<file path="src/rtl/loteria_pkg.sv">
// Shared types and scoring helpers for the multi-ticket lottery checker.
package loteria_pkg;

    typedef enum logic [1:0] {
        IDLE   = 2'd0,
        ENTRY  = 2'd1,
        SCORE  = 2'd2,
        LOCKED = 2'd3
    } state_e;

    localparam logic [1:0] PREMIO_NONE = 2'b00;
    localparam logic [1:0] PREMIO_P1   = 2'b01;
    localparam logic [1:0] PREMIO_P2   = 2'b10;

    // Tier earned by a leading consecutive-match run.
    function automatic logic [1:0] premio_tier(input int unsigned run,
                                               input int unsigned p1_min,
                                               input int unsigned p2_min);
        if (run >= p1_min)      return PREMIO_P1;
        else if (run >= p2_min) return PREMIO_P2;
        else                    return PREMIO_NONE;
    endfunction

    // One-step promotion; a near-miss run can lift NONE into prize 2.
    function automatic logic [1:0] premio_promote(input logic [1:0] tier,
                                                  input logic       near_p2);
        if (tier == PREMIO_P2)        return PREMIO_P1;
        else if (tier == PREMIO_NONE) return near_p2 ? PREMIO_P2 : PREMIO_NONE;
        else                          return tier;
    endfunction

endpackage

</file>
<file path="src/rtl/loteria_sat_counter.sv">
// Saturating up-counter with synchronous clear, used for the prize totals.
module loteria_sat_counter #(
    parameter int unsigned CNT_W = 5
) (
    input  logic             clk_i,
    input  logic             rst_ni,
    input  logic             clr_i,
    input  logic             inc_i,
    output logic [CNT_W-1:0] cnt_o
);

    logic [CNT_W-1:0] cnt_q, cnt_d;

    always_comb begin
        cnt_d = cnt_q;
        if (clr_i)
            cnt_d = '0;
        else if (inc_i && (cnt_q != '1))
            cnt_d = cnt_q + CNT_W'(1);
    end

    always_ff @(posedge clk_i or negedge rst_ni) begin
        if (!rst_ni) cnt_q <= '0;
        else         cnt_q <= cnt_d;
    end

    assign cnt_o = cnt_q;

endmodule

</file>
<file path="src/rtl/loteria_multi_jogo.sv">
// Lottery ticket checker: scores N-digit tickets against a loadable draw by leading-match run.
// Optional LOTERIA_LAST_DIGIT_BONUS_EN promotes well-formed tickets whose last digit matches.
module loteria_multi_jogo
    import loteria_pkg::*;
#(
    parameter int unsigned N_DIGITS  = 5,
    parameter int unsigned DIGIT_W   = 4,
    parameter int unsigned CNT_W     = 5,
    parameter int unsigned MAX_JOGOS = 5,
    parameter int unsigned P1_MIN    = 4,
    parameter int unsigned P2_MIN    = 2,
    parameter logic [N_DIGITS*DIGIT_W-1:0] DRAW_INIT = 20'h53820
) (
    input  logic                           clock,
    input  logic                           reset_n,
    input  logic [DIGIT_W-1:0]             numero,
    input  logic                           insere,
    input  logic                           fim_jogo,
    input  logic                           fim,
    input  logic                           sorteio_we,
    input  logic [$clog2(N_DIGITS)-1:0]    sorteio_idx,
    input  logic [DIGIT_W-1:0]             sorteio_dado,
    output logic [1:0]                     premio,
    output logic                           premio_valid,
    output logic                           erro,
    output logic [CNT_W-1:0]               p1,
    output logic [CNT_W-1:0]               p2,
    output logic [$clog2(MAX_JOGOS+1)-1:0] jogos,
    output logic                           locked
);

    localparam int unsigned CNT_DW = $clog2(N_DIGITS + 2);
    localparam int unsigned RUN_W  = $clog2(N_DIGITS + 1);
    localparam int unsigned JOG_W  = $clog2(MAX_JOGOS + 1);
    localparam int unsigned DRAW_W = N_DIGITS * DIGIT_W;

    state_e              state_q, state_d;
    logic [DRAW_W-1:0]   draw_q, draw_d;
    logic [CNT_DW-1:0]   cnt_q, cnt_d;
    logic [RUN_W-1:0]    run_q, run_d;
    logic                match_q, match_d;
    logic [1:0]          premio_q, premio_d;
    logic                valid_q, valid_d;
    logic                erro_q, erro_d;
    logic [JOG_W-1:0]    jogos_q, jogos_d;
    logic                locked_q, locked_d;
    logic                p1_inc, p2_inc;
    logic [1:0]          tier_c;
    logic [DIGIT_W-1:0]  draw_digit_c;
    logic                digit_eq_c;
`ifdef LOTERIA_LAST_DIGIT_BONUS_EN
    logic                last_eq_q, last_eq_d;
`endif

    // Draw digit addressed by the current ticket position (digit 0 in the MSBs).
    always_comb begin
        draw_digit_c = '0;
        for (int i = 0; i < N_DIGITS; i++)
            if (int'(cnt_q) == i) draw_digit_c = draw_q[(N_DIGITS-1-i)*DIGIT_W +: DIGIT_W];
    end
    assign digit_eq_c = (numero == draw_digit_c);

    always_comb begin
        state_d  = state_q;
        draw_d   = draw_q;
        cnt_d    = cnt_q;
        run_d    = run_q;
        match_d  = match_q;
        premio_d = premio_q;
        valid_d  = 1'b0;
        erro_d   = erro_q;
        jogos_d  = jogos_q;
        p1_inc   = 1'b0;
        p2_inc   = 1'b0;
        tier_c   = PREMIO_NONE;
`ifdef LOTERIA_LAST_DIGIT_BONUS_EN
        last_eq_d = last_eq_q;
`endif

        if (sorteio_we && (state_q == IDLE || state_q == LOCKED)) begin
            for (int i = 0; i < N_DIGITS; i++)
                if (int'(sorteio_idx) == i) draw_d[(N_DIGITS-1-i)*DIGIT_W +: DIGIT_W] = sorteio_dado;
        end

        case (state_q)
            IDLE, ENTRY: begin
                if (insere) begin
                    if (cnt_q < CNT_DW'(N_DIGITS)) begin
                        if (match_q && digit_eq_c) run_d = run_q + RUN_W'(1);
                        else                       match_d = 1'b0;
`ifdef LOTERIA_LAST_DIGIT_BONUS_EN
                        if (cnt_q == CNT_DW'(N_DIGITS - 1)) last_eq_d = digit_eq_c;
`endif
                    end
                    // Count saturates one past a full ticket to flag overlong entries.
                    if (cnt_q <= CNT_DW'(N_DIGITS)) cnt_d = cnt_q + CNT_DW'(1);
                    if (state_q == IDLE) state_d = ENTRY;
                end
                if (fim_jogo && (state_q == ENTRY || insere)) state_d = SCORE;
            end
            SCORE: begin
                valid_d = 1'b1;
                jogos_d = jogos_q + JOG_W'(1);
                if (cnt_q != CNT_DW'(N_DIGITS)) begin
                    premio_d = PREMIO_NONE;
                    erro_d   = 1'b1;
                end else begin
                    tier_c = premio_tier(32'(run_q), P1_MIN, P2_MIN);
`ifdef LOTERIA_LAST_DIGIT_BONUS_EN
                    if (last_eq_q) tier_c = premio_promote(tier_c, (32'(run_q) + 32'd1) >= P2_MIN);
`endif
                    premio_d = tier_c;
                    erro_d   = 1'b0;
                    p1_inc   = (tier_c == PREMIO_P1);
                    p2_inc   = (tier_c == PREMIO_P2);
                end
                state_d = (jogos_q + JOG_W'(1) == JOG_W'(MAX_JOGOS)) ? LOCKED : IDLE;
                cnt_d   = '0;
                run_d   = '0;
                match_d = 1'b1;
`ifdef LOTERIA_LAST_DIGIT_BONUS_EN
                last_eq_d = 1'b0;
`endif
            end
            LOCKED: begin
            end
            default: state_d = IDLE;
        endcase

        // Session clear wins over everything but keeps the last result visible.
        if (fim) begin
            state_d  = IDLE;
            cnt_d    = '0;
            run_d    = '0;
            match_d  = 1'b1;
            jogos_d  = '0;
            valid_d  = 1'b0;
            premio_d = premio_q;
            erro_d   = erro_q;
            p1_inc   = 1'b0;
            p2_inc   = 1'b0;
`ifdef LOTERIA_LAST_DIGIT_BONUS_EN
            last_eq_d = 1'b0;
`endif
        end

        locked_d = (state_d == LOCKED);
    end

    always_ff @(posedge clock or negedge reset_n) begin
        if (!reset_n) begin
            state_q  <= IDLE;
            draw_q   <= DRAW_INIT;
            cnt_q    <= '0;
            run_q    <= '0;
            match_q  <= 1'b1;
            premio_q <= PREMIO_NONE;
            valid_q  <= 1'b0;
            erro_q   <= 1'b0;
            jogos_q  <= '0;
            locked_q <= 1'b0;
        end else begin
            state_q  <= state_d;
            draw_q   <= draw_d;
            cnt_q    <= cnt_d;
            run_q    <= run_d;
            match_q  <= match_d;
            premio_q <= premio_d;
            valid_q  <= valid_d;
            erro_q   <= erro_d;
            jogos_q  <= jogos_d;
            locked_q <= locked_d;
        end
    end

`ifdef LOTERIA_LAST_DIGIT_BONUS_EN
    always_ff @(posedge clock or negedge reset_n) begin
        if (!reset_n) last_eq_q <= 1'b0;
        else          last_eq_q <= last_eq_d;
    end
`endif

    loteria_sat_counter #(.CNT_W(CNT_W)) u_p1 (
        .clk_i  (clock),
        .rst_ni (reset_n),
        .clr_i  (fim),
        .inc_i  (p1_inc),
        .cnt_o  (p1)
    );

    loteria_sat_counter #(.CNT_W(CNT_W)) u_p2 (
        .clk_i  (clock),
        .rst_ni (reset_n),
        .clr_i  (fim),
        .inc_i  (p2_inc),
        .cnt_o  (p2)
    );

    assign premio       = premio_q;
    assign premio_valid = valid_q;
    assign erro         = erro_q;
    assign jogos        = jogos_q;
    assign locked       = locked_q;

endmodule

</file>
<file path="config.mk">
export PLATFORM = sky130hd
export DESIGN_NAME = loteria_multi_jogo
export DESIGN_NICKNAME = d
export VERILOG_FILES = /design/src/rtl/loteria_pkg.sv /design/src/rtl/loteria_sat_counter.sv /design/src/rtl/loteria_multi_jogo.sv
export SDC_FILE = /design/constraint.sdc
export NUM_CORES = 1
export LEC_CHECK = 0
export CORE_UTILIZATION = 43
export DETAILED_ROUTE_END_ITERATION = 10
export PLACE_DENSITY = 0.64
export SLEW_MARGIN = 30
export SYNTH_ARGS = -nofsm -noshare
export SYNTH_HDL_FRONTEND = slang
export SYNTH_SLANG_ARGS = --single-unit
</file>
<file path="constraint.sdc">
create_clock -name clock -period 2.23 [get_ports clock]
set_input_delay 0.446 -clock clock [delete_from_list [all_inputs] [get_ports clock]]
set_output_delay 0.446 -clock clock [all_outputs]
set_load 0.1 [all_outputs]
</file>
==> key figures <==
Run status
  – Outcome: finished with violations
  – Failing checks: setup timing

Clock tree
  – Clk slew on worst S/H paths: 0.09 ns
  – CTS tree: yes
  – Clock Latency Late Sink: 0.30 ns
  – CTS max path bufs: 2
  – Post CTS Setup Buffer Count: 0
  – CTS buffer count: 5
  – Root Driver: clkbuf_8
  – H-Tree Depth: 2
  – Clock sink count: 47

Layout
  – Most common cell after layout, fill and taps aside: buf_4
  – Most frequent cells in the layout: buf_4, dfrtp_1, nand2_1, nor2_1, mux2_2
  – Layout cell share with drive strength beyond 1: 0.3172
  – # fillers: 516
  – Fin nets: 342
  – Antenna Cells: 0
  – Layout area overhead: 28.30%
  – Area of the multi-input gates: 1340 sq um
  – Seq. cell area: 1192 sq um
  – Non-Filler Instances: 381

Synth
  – Main flop type after synthesis: dfrtp_1
  – Sequential fraction of the synthesis area: 0.4660
  – Post-synth EDFFs: 0
  – Syn nets: 286
  – Avg Cell Area, Syn: 10.09 sq um
  – Cells after Synth: 252
  – Yosys reg bits: 47
  – Post-synth cell types: 44
  – Asr flop ratio synth: 1.000
  – Post-Synthesis Cell Area: 2542 sq um
  – YS warnings: 0

Setup path
  – Critical path peak fanout: 5
  – CP Capture Type: register
  – CP max-delay cell: dfrtp_2
  – Startpoint types: register
  – Class of the most critical setup path: reg2reg
  – Largest stage delay on the critical path: 0.47 ns
  – CP required: 2.42 ns
  – Critical Path, Cell by Cell: inv_2 > ha_4 > and2_4 > o21ai_1 > or3_4 > a2111oi_4 > a31oi_2 > mux2_4
  – CP arrival: 2.57 ns

Detailed routing
  – DR WL/cell: 14.02 microns
  – Antenna Nets Post-Route: 0
  – 1st-iter DRT viols: 82
  – Pre-antenna DRT Iters: 4
  – DR DRC count: 0
  – Vias: 1963
  – Vias per cell: 5.152
  – DRT Wirelength: 5.341 mm

Pwr
  – Combinational Power Share: 0.341
  – Psw: 0.0008651 W
  – Pint: 0.001772 W
  – Worst VDD drop: 0.3556 mV
  – Lkg Pwr: 1.436 nW
  – Clock power share: 0.217
  – PwrDens: 808.4 nW/um^2
  – Sequential share of power: 0.442
  – Switch share: 0.3281

GRT
  – First-pass GRT wire length: 9.018 mm
  – Largest net degree at the start of global routing: 48
  – Vias in the first global route: 1896
  – Initial antenna violation count: 0
  – Total GRT Usage: 0.1878
  – GR Overflow Total: 0

Timing
  – Final setup viols: 3
  – Tmin final: 2.374 ns
  – Slew margin rel.: 0.7262
  – Crit share post-route: 1.065
  – Max Fclk: 421.2 MHz
  – Final setup TNS: -0.3556 ns
  – Unrepaired setup endpoints after global routing: yes
  – Tightest Pin Transition: 0.4092 ns
  – Setup Skew: 0.008143 ns
  – Final Hold Viols: 0
  – Final Max Slew Viols: 0
  – Final WS setup: -0.1444 ns

Hold path
  – HP Class: in2async

Run
  – Max Cap Violations: 0

Placement
  – Gp weighted congestion: 0.8078
  – Quantity of I/O buffers inserted on ports: 34
  – Dpl hpwl: 3.999 mm
  – Dpl cells: 373

Floorplanning
  – Die ar.: 6224 sq um
  – Height of the die: 78.90 microns
  – I/O pin count: 35
  – Die Wd: 78.90 microns
  – Row Count: 27
  – Core Region: 5608 sq um
  – Initial core utilization: 0.4534
## final cells by class
class | count | share of cell area
multi-input cells | 181 | 0.4108
flip-flops and latches | 47 | 0.3656
repair buffers | 57 | 0.1458
clock buffers | 7 | 0.02954
well taps | 72 | 0.02762
inverters | 16 | 0.01841
clock inverters | 1 | 0.002301
## timing repair
action / CTS / global route
setup endpoints to repair: 4 / 5
pin swaps: 2 / 0
hold buffers: 0 / 0
gates resized for setup: 19 / 1
## through the flow
step	worst slack (ns)	area (sq um)	power, W	utilization	hold WS, ns
finish	-0.1444	3262	0.002637	0.5817	0.1159
detailed placement	-0.1995	3075	0.002002	0.5484	0.4491
global placement	-0.1212	3075	0.001979	0.5484	0.4483
global route	-0.2614	3262	0.002800	0.5817	0.1283
CTS	-0.1285	3259	0.002649	0.5812	0.1199
floorplan	-0.1462	2554	0.001707	-	0.1504
## final timing paths
| path | startpoint | to | slack (ns) | cells past startpoint |
|---|---|---|---|---|
| worst max-delay path | cnt_q[0]$_DFFE_PN0P_ | run_q[0]$_DFFE_PN0P_ | -0.14 | 8 |
| worst min-delay path | reset_n | cnt_q[0]$_DFFE_PN0P_ | 0.12 | 2 |
| worst max register to register | cnt_q[0]$_DFFE_PN0P_ | run_q[0]$_DFFE_PN0P_ | -0.14 | 8 |
| worst min register to register | premio[0]$_DFFE_PN0P_ | premio[0]$_DFFE_PN0P_ | 0.50 | 2 |
| max in group asynchronous | reset_n | draw_q[13]$_DFFE_PN1P_ | 1.84 | 2 |
| min in group clock | premio[0]$_DFFE_PN0P_ | premio[0]$_DFFE_PN0P_ | 0.50 | 2 |
## worst max-delay path, delay by kind of cell, from the launching register on
kind	cells	cell delay, ns
AOI/OAI and AO/OA	3	0.68
adders and majority gates	1	0.17
DFF	1	0.47
and+or+nand+nor	2	0.51
buffers and inverters	1	0.13
muxes	1	0.31
## power groups by stage
stage	sequential, W	clock, W	combinational, W
2_1_floorplan	0.00119	0	0.000518
3_3_place_gp	0.00116	0	0.000817
3_5_place_dp	0.00117	0	0.000834
4_1_cts	0.00117	0.000590	0.000893
5_1_grt	0.00119	0.000626	0.000987
6_report	0.00117	0.000573	0.000898
## routing by layer
layer	track usage	up-vias	wire, microns
met5	0	-	0
met4	0.06545	0	60
met3	0.02759	5	131
met2	0.3000	22	2500
met1	0.2603	946	2649
li1	-	990	-
## cell families (layout without fill, tap and decap cells)
family / count (synthesis) / in the layout / share of synthesized area
compound gates: 49 / 49 / 0.1250
xor+xnor: 9 / 9 / 0.03101
fa+ha+maj: 17 / 17 / 0.08366
buf+inv: 24 / 81 / 0.04085
flops: 47 / 47 / 0.4660
mux: 19 / 19 / 0.08464
simple gates: 87 / 87 / 0.1688
## synth_stat cells, drive strengths merged (2+ instances only)
cell type / n / share of area
xor2: 6 / 0.021
xnor2: 3 / 0.010
nor2: 20 / 0.030
nand3: 9 / 0.018
inv: 16 / 0.024
o21a: 2 / 0.0059
mux2i: 2 / 0.0079
buf: 5 / 0.013
nand4b: 2 / 0.0069
clkbuf: 3 / 0.0044
nand2: 27 / 0.040
a31oi: 3 / 0.0098
nand4: 2 / 0.0049
and2: 2 / 0.0059
a21oi: 13 / 0.026
nor3: 6 / 0.012
a221oi: 3 / 0.010
o21ai: 19 / 0.037
dfstp: 7 / 0.072
dfrtp: 40 / 0.39
and3: 4 / 0.0098
ha: 17 / 0.084
or3: 5 / 0.014
mux2: 17 / 0.077
nand2b: 2 / 0.0049
nand3b: 6 / 0.018
a211oi: 2 / 0.0059
## sequential cells by signal, indices dropped and copies added (netlist names)
name,count
cnt_q,3
draw_q,20
erro,1
jogos,3
locked,1
match_q,1
premio,2
premio_valid,1
run_q,3
state_q,2
u_p1.cnt_o,5
u_p2.cnt_o,5
Power figures use the tool's default switching activity.
